<file path="src/rtl/barrido_display_pkg.sv">
`default_nettype none
// +----------------------------------------------------------------------+
// | barrido_pkg                                                          |
// | Shared types and constants for the multiplexed result display.       |
// | Rev 1.0 - initial release                                            |
// +----------------------------------------------------------------------+
package barrido_pkg;

  typedef enum logic [1:0] {
    REPOSO    = 2'd0,
    CONVIERTE = 2'd1,
    CARGA     = 2'd2
  } estado_t;

  localparam int NUM_DIGITOS = 6;
  localparam int BITS_BCD    = 20;
  localparam int BITS_MAG    = 16;

  localparam logic [6:0] SEG_BLANCO = 7'b1111111;
  localparam logic [6:0] SEG_MENOS  = 7'b0111111;

  // Active-low cathodes {g,f,e,d,c,b,a}, entry n is the glyph for digit n
  localparam logic [9:0][6:0] TABLA_7SEG = {
    7'b0010000,  // 9
    7'b0000000,  // 8
    7'b1111000,  // 7
    7'b0000010,  // 6
    7'b0010010,  // 5
    7'b0011001,  // 4
    7'b0110000,  // 3
    7'b0100100,  // 2
    7'b1111001,  // 1
    7'b1000000   // 0
  };

endpackage
`default_nettype wire

</file>
<file path="src/rtl/barrido_display_decodificador_7seg.sv">
`default_nettype none
// +----------------------------------------------------------------------+
// | decodificador_7seg                                                   |
// | BCD digit to active-low 7-segment cathode pattern; non-BCD -> blank. |
// | Rev 1.0 - initial release                                            |
// +----------------------------------------------------------------------+
module decodificador_7seg
  import barrido_pkg::*;
(
  input  logic [3:0] bcd,
  output logic [6:0] segmentos
);

  always_comb begin
    segmentos = SEG_BLANCO;
    if (bcd <= 4'd9) begin
      segmentos = TABLA_7SEG[bcd];
    end
  end

endmodule
`default_nettype wire

</file>
<file path="src/rtl/barrido_display.sv">
`default_nettype none
// +----------------------------------------------------------------------+
// | barrido_display                                                      |
// | Signed product -> sign + 5 BCD digits (sequential double dabble),    |
// | refresh prescaler and scan mux driving the selected digit cathodes.  |
// | Optional macro: BLANK_LEADING_ZEROS_EN blanks leading zero digits.   |
// | Rev 1.0 - initial release                                            |
// +----------------------------------------------------------------------+
module barrido_display
  import barrido_pkg::*;
#(
  parameter int REFRESH_DIV = 100000
) (
  input  logic        clk,
  input  logic        rst_n,
  input  logic [15:0] producto,
  input  logic        producto_valido,
  output logic        ocupado,
  output logic        listo,
  output logic [2:0]  contador_actualizar,
  output logic [6:0]  segmentos
);

  localparam int                   ANCHO_PRE  = (REFRESH_DIV > 1) ? $clog2(REFRESH_DIV) : 1;
  localparam logic [ANCHO_PRE-1:0] c_pre_fin  = ANCHO_PRE'(REFRESH_DIV - 1);
  localparam logic [2:0]           c_scan_fin = 3'(NUM_DIGITOS - 1);
  localparam logic [3:0]           c_iter_fin = 4'(BITS_MAG - 1);
  localparam int                   NUM_BCD    = BITS_BCD / 4;

  estado_t                       r_estado;
  estado_t                       w_estado_sig;
  logic [3:0]                    r_iter;
  logic [BITS_MAG-1:0]           r_mag;
  logic [BITS_BCD-1:0]           r_bcd;
  logic [BITS_BCD-1:0]           w_bcd_aj;
  logic [BITS_BCD+BITS_MAG-1:0]  w_desp;
  logic                          r_signo_conv;
  logic [BITS_BCD-1:0]           r_digitos;
  logic                          r_signo;
  logic [ANCHO_PRE-1:0]          r_pre;
  logic [2:0]                    r_scan;
  logic [3:0]                    w_digito_sel;
  logic [6:0]                    w_seg_digito;
  logic                          w_blanco;

  // ------------------------------------------------------------------
  // Conversion FSM
  // ------------------------------------------------------------------
  always_ff @(posedge clk or negedge rst_n) begin
    if (!rst_n) begin
      r_estado <= REPOSO;
    end else begin
      r_estado <= w_estado_sig;
    end
  end

  always_comb begin
    w_estado_sig = r_estado;
    ocupado      = 1'b0;
    listo        = 1'b0;
    case (r_estado)
      REPOSO: begin
        if (producto_valido) begin
          w_estado_sig = CONVIERTE;
        end
      end
      CONVIERTE: begin
        ocupado = 1'b1;
        if (r_iter == c_iter_fin) begin
          w_estado_sig = CARGA;
        end
      end
      CARGA: begin
        listo        = 1'b1;
        w_estado_sig = REPOSO;
      end
      default: w_estado_sig = REPOSO;
    endcase
  end

  // ------------------------------------------------------------------
  // Double-dabble datapath
  // ------------------------------------------------------------------
  for (genvar i = 0; i < NUM_BCD; i++) begin : g_ajuste
    assign w_bcd_aj[4*i +: 4] = (r_bcd[4*i +: 4] >= 4'd5) ? (r_bcd[4*i +: 4] + 4'd3)
                                                          : r_bcd[4*i +: 4];
  end

  assign w_desp = {w_bcd_aj, r_mag} << 1;

  always_ff @(posedge clk or negedge rst_n) begin
    if (!rst_n) begin
      r_iter       <= '0;
      r_mag        <= '0;
      r_bcd        <= '0;
      r_signo_conv <= 1'b0;
      r_digitos    <= '0;
      r_signo      <= 1'b0;
    end else begin
      case (r_estado)
        REPOSO: begin
          if (producto_valido) begin
            r_signo_conv <= producto[15];
            // Two's-complement negate; -32768 maps to 32768 as unsigned
            r_mag        <= producto[15] ? (~producto + 16'd1) : producto;
            r_bcd        <= '0;
            r_iter       <= '0;
          end
        end
        CONVIERTE: begin
          r_bcd  <= w_desp[BITS_BCD+BITS_MAG-1:BITS_MAG];
          r_mag  <= w_desp[BITS_MAG-1:0];
          r_iter <= r_iter + 4'd1;
        end
        CARGA: begin
          r_digitos <= r_bcd;
          r_signo   <= r_signo_conv;
        end
        default: ;
      endcase
    end
  end

  // ------------------------------------------------------------------
  // Refresh prescaler and scan index
  // ------------------------------------------------------------------
  always_ff @(posedge clk or negedge rst_n) begin
    if (!rst_n) begin
      r_pre  <= '0;
      r_scan <= '0;
    end else if (r_pre == c_pre_fin) begin
      r_pre  <= '0;
      r_scan <= (r_scan == c_scan_fin) ? 3'd0 : (r_scan + 3'd1);
    end else begin
      r_pre <= r_pre + ANCHO_PRE'(1);
    end
  end

  assign contador_actualizar = r_scan;

  // ------------------------------------------------------------------
  // Scan mux and segment decode
  // ------------------------------------------------------------------
  always_comb begin
    w_digito_sel = 4'd0;
    case (r_scan)
      3'd0:    w_digito_sel = r_digitos[3:0];
      3'd1:    w_digito_sel = r_digitos[7:4];
      3'd2:    w_digito_sel = r_digitos[11:8];
      3'd3:    w_digito_sel = r_digitos[15:12];
      3'd4:    w_digito_sel = r_digitos[19:16];
      default: w_digito_sel = 4'd0;
    endcase
  end

  decodificador_7seg u_decodificador_7seg (
    .bcd       (w_digito_sel),
    .segmentos (w_seg_digito)
  );

`ifdef BLANK_LEADING_ZEROS_EN
  // w_cero_sup[i]: digit i and every more-significant digit are zero
  logic [NUM_BCD-1:1] w_cero_sup;

  always_comb begin
    w_cero_sup                = '0;
    w_cero_sup[NUM_BCD-1]     = (r_digitos[4*(NUM_BCD-1) +: 4] == 4'd0);
    for (int i = NUM_BCD - 2; i >= 1; i--) begin
      w_cero_sup[i] = w_cero_sup[i+1] & (r_digitos[4*i +: 4] == 4'd0);
    end
  end

  always_comb begin
    w_blanco = 1'b0;
    case (r_scan)
      3'd1:    w_blanco = w_cero_sup[1];
      3'd2:    w_blanco = w_cero_sup[2];
      3'd3:    w_blanco = w_cero_sup[3];
      3'd4:    w_blanco = w_cero_sup[4];
      default: w_blanco = 1'b0;
    endcase
  end
`else
  assign w_blanco = 1'b0;
`endif

  always_comb begin
    segmentos = SEG_BLANCO;
    if (r_scan == c_scan_fin) begin
      segmentos = r_signo ? SEG_MENOS : SEG_BLANCO;
    end else if ((r_scan < c_scan_fin) && !w_blanco) begin
      segmentos = w_seg_digito;
    end
  end

endmodule
`default_nettype wire

</file>
<file path="config.mk">
export PLATFORM = sky130hd
export DESIGN_NAME = barrido_display
export DESIGN_NICKNAME = d
export VERILOG_FILES = /design/src/rtl/barrido_display_pkg.sv /design/src/rtl/barrido_display_decodificador_7seg.sv /design/src/rtl/barrido_display.sv
export SDC_FILE = /design/constraint.sdc
export NUM_CORES = 1
export LEC_CHECK = 0
export CAP_MARGIN = 25
export CORE_MARGIN = 1.5
export CORE_UTILIZATION = 55
export CTS_CLUSTER_DIAMETER = 40
export DETAILED_ROUTE_END_ITERATION = 10
export GPL_TIMING_DRIVEN = 0
export PLACE_DENSITY = 0.75
export SLEW_MARGIN = 10
export SYNTH_ARGS = -nofsm -noshare
export SYNTH_HDL_FRONTEND = slang
export SYNTH_SLANG_ARGS = --single-unit
</file>
<file path="constraint.sdc">
create_clock -name clk -period 5.85 [get_ports clk]
set_clock_uncertainty 0.05 [all_clocks]
set_input_delay 1.17 -clock clk [delete_from_list [all_inputs] [get_ports clk]]
set_output_delay 1.17 -clock clk [all_outputs]
set_load 0.005 [all_outputs]
</file>
==> summary.log <==
qor: floorplanning.start_util 0.572
qor: floorplanning.die_height 93.1 um
qor: placement.gpl.final_weighted_congestion 0.831
qor: sta.postLayoutSetupSlackWorst 1.20 ns
qor: worst_setup_path.timing.setup.critical_path_class register to output port
qor: placement.post_dp_cell_area 4890 um2
qor: clock_network.number_of_hold_buffers_added_after_cts 0
qor: yosys.synth-edff-count 0
qor: detailed_routing.post-route-drc-count 0
qor: pwr.p_sw_frac 0.351
qor: global_route.initial_antenna_violation_count 0
qor: floorplanning.floorplan.rows 32
qor: pwr.power_per_cell_area 433 nW/um2
qor: final_layout.filler_cell_count 628
qor: detailed_routing.first_pass_iters 4
qor: final_layout.layout_nets 530
qor: detailed_routing.drt_iter0_drc 231
qor: min_path.beginning_of_the_worst_hold_path r_mag[15]
qor: final_layout.area_delta_synth_final 15.5%
qor: worst_setup_path.setup.worst_path.start_class register
qor: placement.place.port_buffers 28
qor: detailed_routing.route.vias.total 3,534
qor: worst_setup_path.r2r_end r_bcd[8]
qor: pwr.comb_power_share 0.366
qor: worst_setup_path.reg2reg_setup_slack 3.81 ns
qor: worst_setup_path.critical_path.max_fanout 10
qor: sta.rsz0062_at_grt no
qor: pwr.clock_share_of_power 0.242
qor: clock_network.cts_post_setup_buffers_inserted 0
qor: worst_setup_path.endpoint_kind output port
qor: detailed_routing.drtAntennaViolNets 0
qor: yosys.yosys_warnings 0
qor: clock_network.ctsResizeCount 0
qor: worst_setup_path.worst_r2r_path_depth 5
qor: clock_network.cts_inserted_buffers 9
qor: sta.fin_crit_sh 0.795
qor: yosys.synth.ff_latch_count 84
qor: pwr.power 2.23 mW
qor: pwr.p_switching 0.782 mW
qor: global_route.grt_start_max_net_pins 44
qor: pwr.vdd_ir_drop_max 206 uV
qor: floorplanning.die_x 93.1 um
qor: worst_setup_path.worst-endpoint-required 4.63 ns
qor: final_layout.final_cell_area 5150 um2
qor: sta.timing_hold_violations_final 0
qor: worst_setup_path.worst-endpoint-arrival 3.43 ns
qor: final_layout.antenna_cells_inserted 0
qor: final_layout.instances_no_fill 599
qor: clock_network.cts_htree_levels 3
qor: yosys.yosysSeqAreaShare 0.471
qor: yosys.avgSynthCellArea 9.88 um2
qor: sta.final.min_clock_period 4.65 ns
qor: min_path.holdPathEnd r_bcd[0]
qor: placement.preCtsSetupSlack 1.63 ns
qor: sta.fmax 215 MHz
qor: clock_network.clk_root_buffer_cell clkbuf_8
qor: placement.dpl.cell_count 583
qor: clock_network.clk_buf_depth 2
qor: detailed_routing.detail_route.wl_per_cell 15.7 um
qor: floorplanning.fp.dieArea 8670 um2
qor: run_status.outcome complete, no violations
qor: yosys.synthArstFlopShare 1.00
qor: clock_network.clkSinkCount 84
qor: pwr.power_frac_seq 0.392
qor: global_route.congestion_overflow_gr 0
qor: detailed_routing.via_per_instance_ratio 5.90
qor: job.maxCapViolCount 0
qor: pwr.p_int 1.45 mW
qor: placement.dp_hpwl 6860 um
qor: sta.tightestPinTransition 0.656 ns
qor: min_path.hp-class register to register
qor: floorplanning.core_region_area 7810 um2
qor: sta.slew_viol_final 0
qor: worst_setup_path.worst_r2r_src r_estado[0]
qor: global_route.grt_pass1_wl 16,300 um
qor: yosys.synth_nets 490
qor: global_route.grt_util_all_layers 0.241
qor: pwr.total_leakage_power 2.27 nW
qor: min_path.worstHoldPathCells 2
qor: yosys.primary_ff_master_synth dfrtp_1
qor: yosys.synth_cells 452
qor: sta.finalSetupTns 0 ns
qor: final_layout.final_layout_size_suffix_gt1_frac 0.0865
qor: clock_network.cts_tree done
qor: floorplanning.ioPinCount 31
qor: detailed_routing.finalWirelength 9380 um
qor: global_route.number_of_global_route_vias_before_repair 3,525
qor: yosys.ys_types 46
qor: sta.finalSetupViolCount 0
qor: clock_network.clk-insertion-delay-late 0.36 ns
qor: clock_network.path_clk_slew 0.09 ns
qor: yosys.synth_area 4460 um2
qor: sta.maxSlewHeadroom 0.561
worst max-delay path, stage by stage, from the launching register on:
cell,delay (ns)
dfrtp_1,0.44
buf_2,0.24
and2_1,0.17
ha_1,0.23
a32oi_1,0.08
o21ai_0,0.20
inv_1,0.16
ha_1,0.24
o221ai_1,0.25
a21oi_2,0.15
a221oi_1,0.35
clkdlybuf4s50_1,0.56
state kept, by name (all words and copies together), names as in the netlist:
signal and count:
contador_actualizar 3, r_bcd 20, r_digitos 20, r_estado 2
r_iter 4, r_mag 16, r_pre 17, r_signo 1
r_signo_conv 1
layout make-up:
type	instances	area, um2	share of cell area
buffer	20	91.3	0.0177
clock buffer	12	145	0.0282
clock inverter	4	120	0.0233
inverter	22	82.6	0.0160
multi-input combinational	326	2190	0.425
sequential	84	2100	0.408
tap	102	128	0.0248
timing repair buffer	29	298	0.0578
worst max-delay path by stage:
stage                     depth (start not counted)  slack [ns]              startpoint            to
after floorplan                                   9        2.43  contador_actualizar[0]  segmentos[6]
after global placement                            1        0.66                   rst_n     r_pre[16]
after detailed placement                         11        1.63  contador_actualizar[1]  segmentos[6]
after CTS                                        11        1.23  contador_actualizar[1]  segmentos[6]
after global routing                             11        0.97  contador_actualizar[1]  segmentos[6]
final                                            11        1.20  contador_actualizar[1]  segmentos[6]
routing by layer:
| layer | wire (um) | global-route usage | share of wire | vias up |
|---|---|---|---|---|
| li1 | - | - | - | 1692 |
| met1 | 4350 | 0.319 | 0.46 | 1739 |
| met2 | 4410 | 0.377 | 0.47 | 88 |
| met3 | 455 | 0.0618 | 0.048 | 15 |
| met4 | 172 | 0.102 | 0.018 | 0 |
| met5 | 0 | 0 | 0 | - |
placed cells by master (no fill, tap or decap), drive strengths merged, types with 4 or more instances in the layout:
master and count:
o21ai 47, mux2 12, mux2i 8, a21oi 20, and3 4, bufinv 4, buf 12, xnor2 21
nand2b 6, o32ai 5, xor2 17, o22ai 5, nor2 33, a32o 6, nor3 6, a32oi 6
clkdlybuf4s50 27, nand3b 4, a22oi 6, nand4 5, nand2 42, nand3 17, o21a 7, inv 22
o31ai 12, clkbuf 22, ha 19, dfrtp 84
through the flow:
stage	hold slack, ns	util
after global routing	0.462	0.660
after detailed placement	0.420	0.626
final	0.432	0.660
after global placement	0.407	0.624
after floorplan	0.392	-
after CTS	0.437	0.660
cells in the mapped netlist, types with 12 or more instances:
library cell  count  area, um2
a21oi_1          19       95.1
dfrtp_1          84       2100
ha_1             19        238
inv_1            21       78.8
mux2_2           12        135
nand2_1          42        158
nand3_1          17       85.1
nor2_1           33        124
o21ai_0          44        220
o31ai_1          12       90.1
xnor2_1          21        184
xor2_1           17        149
power by group through the flow:
stage	logic [mW]	clock network [mW]	registers, mW
final	0.816	0.540	0.875
after global routing	0.928	0.573	0.893
after CTS	0.823	0.548	0.871
after detailed placement	0.818	0	0.882
after global placement	0.784	0	0.873
after floorplan	0.581	0	0.840
cells by family after synthesis:
family,Yosys count,share of synthesized area
adders and majority gates,19,0.0533
buffers and inverters,42,0.0390
xor gates and xnor gates,38,0.0746
and+or+nand+nor,131,0.140
AOI/OAI and AO/OA,118,0.175
DFF,84,0.471
muxes,20,0.0482
(Power assumes the default switching activity.)
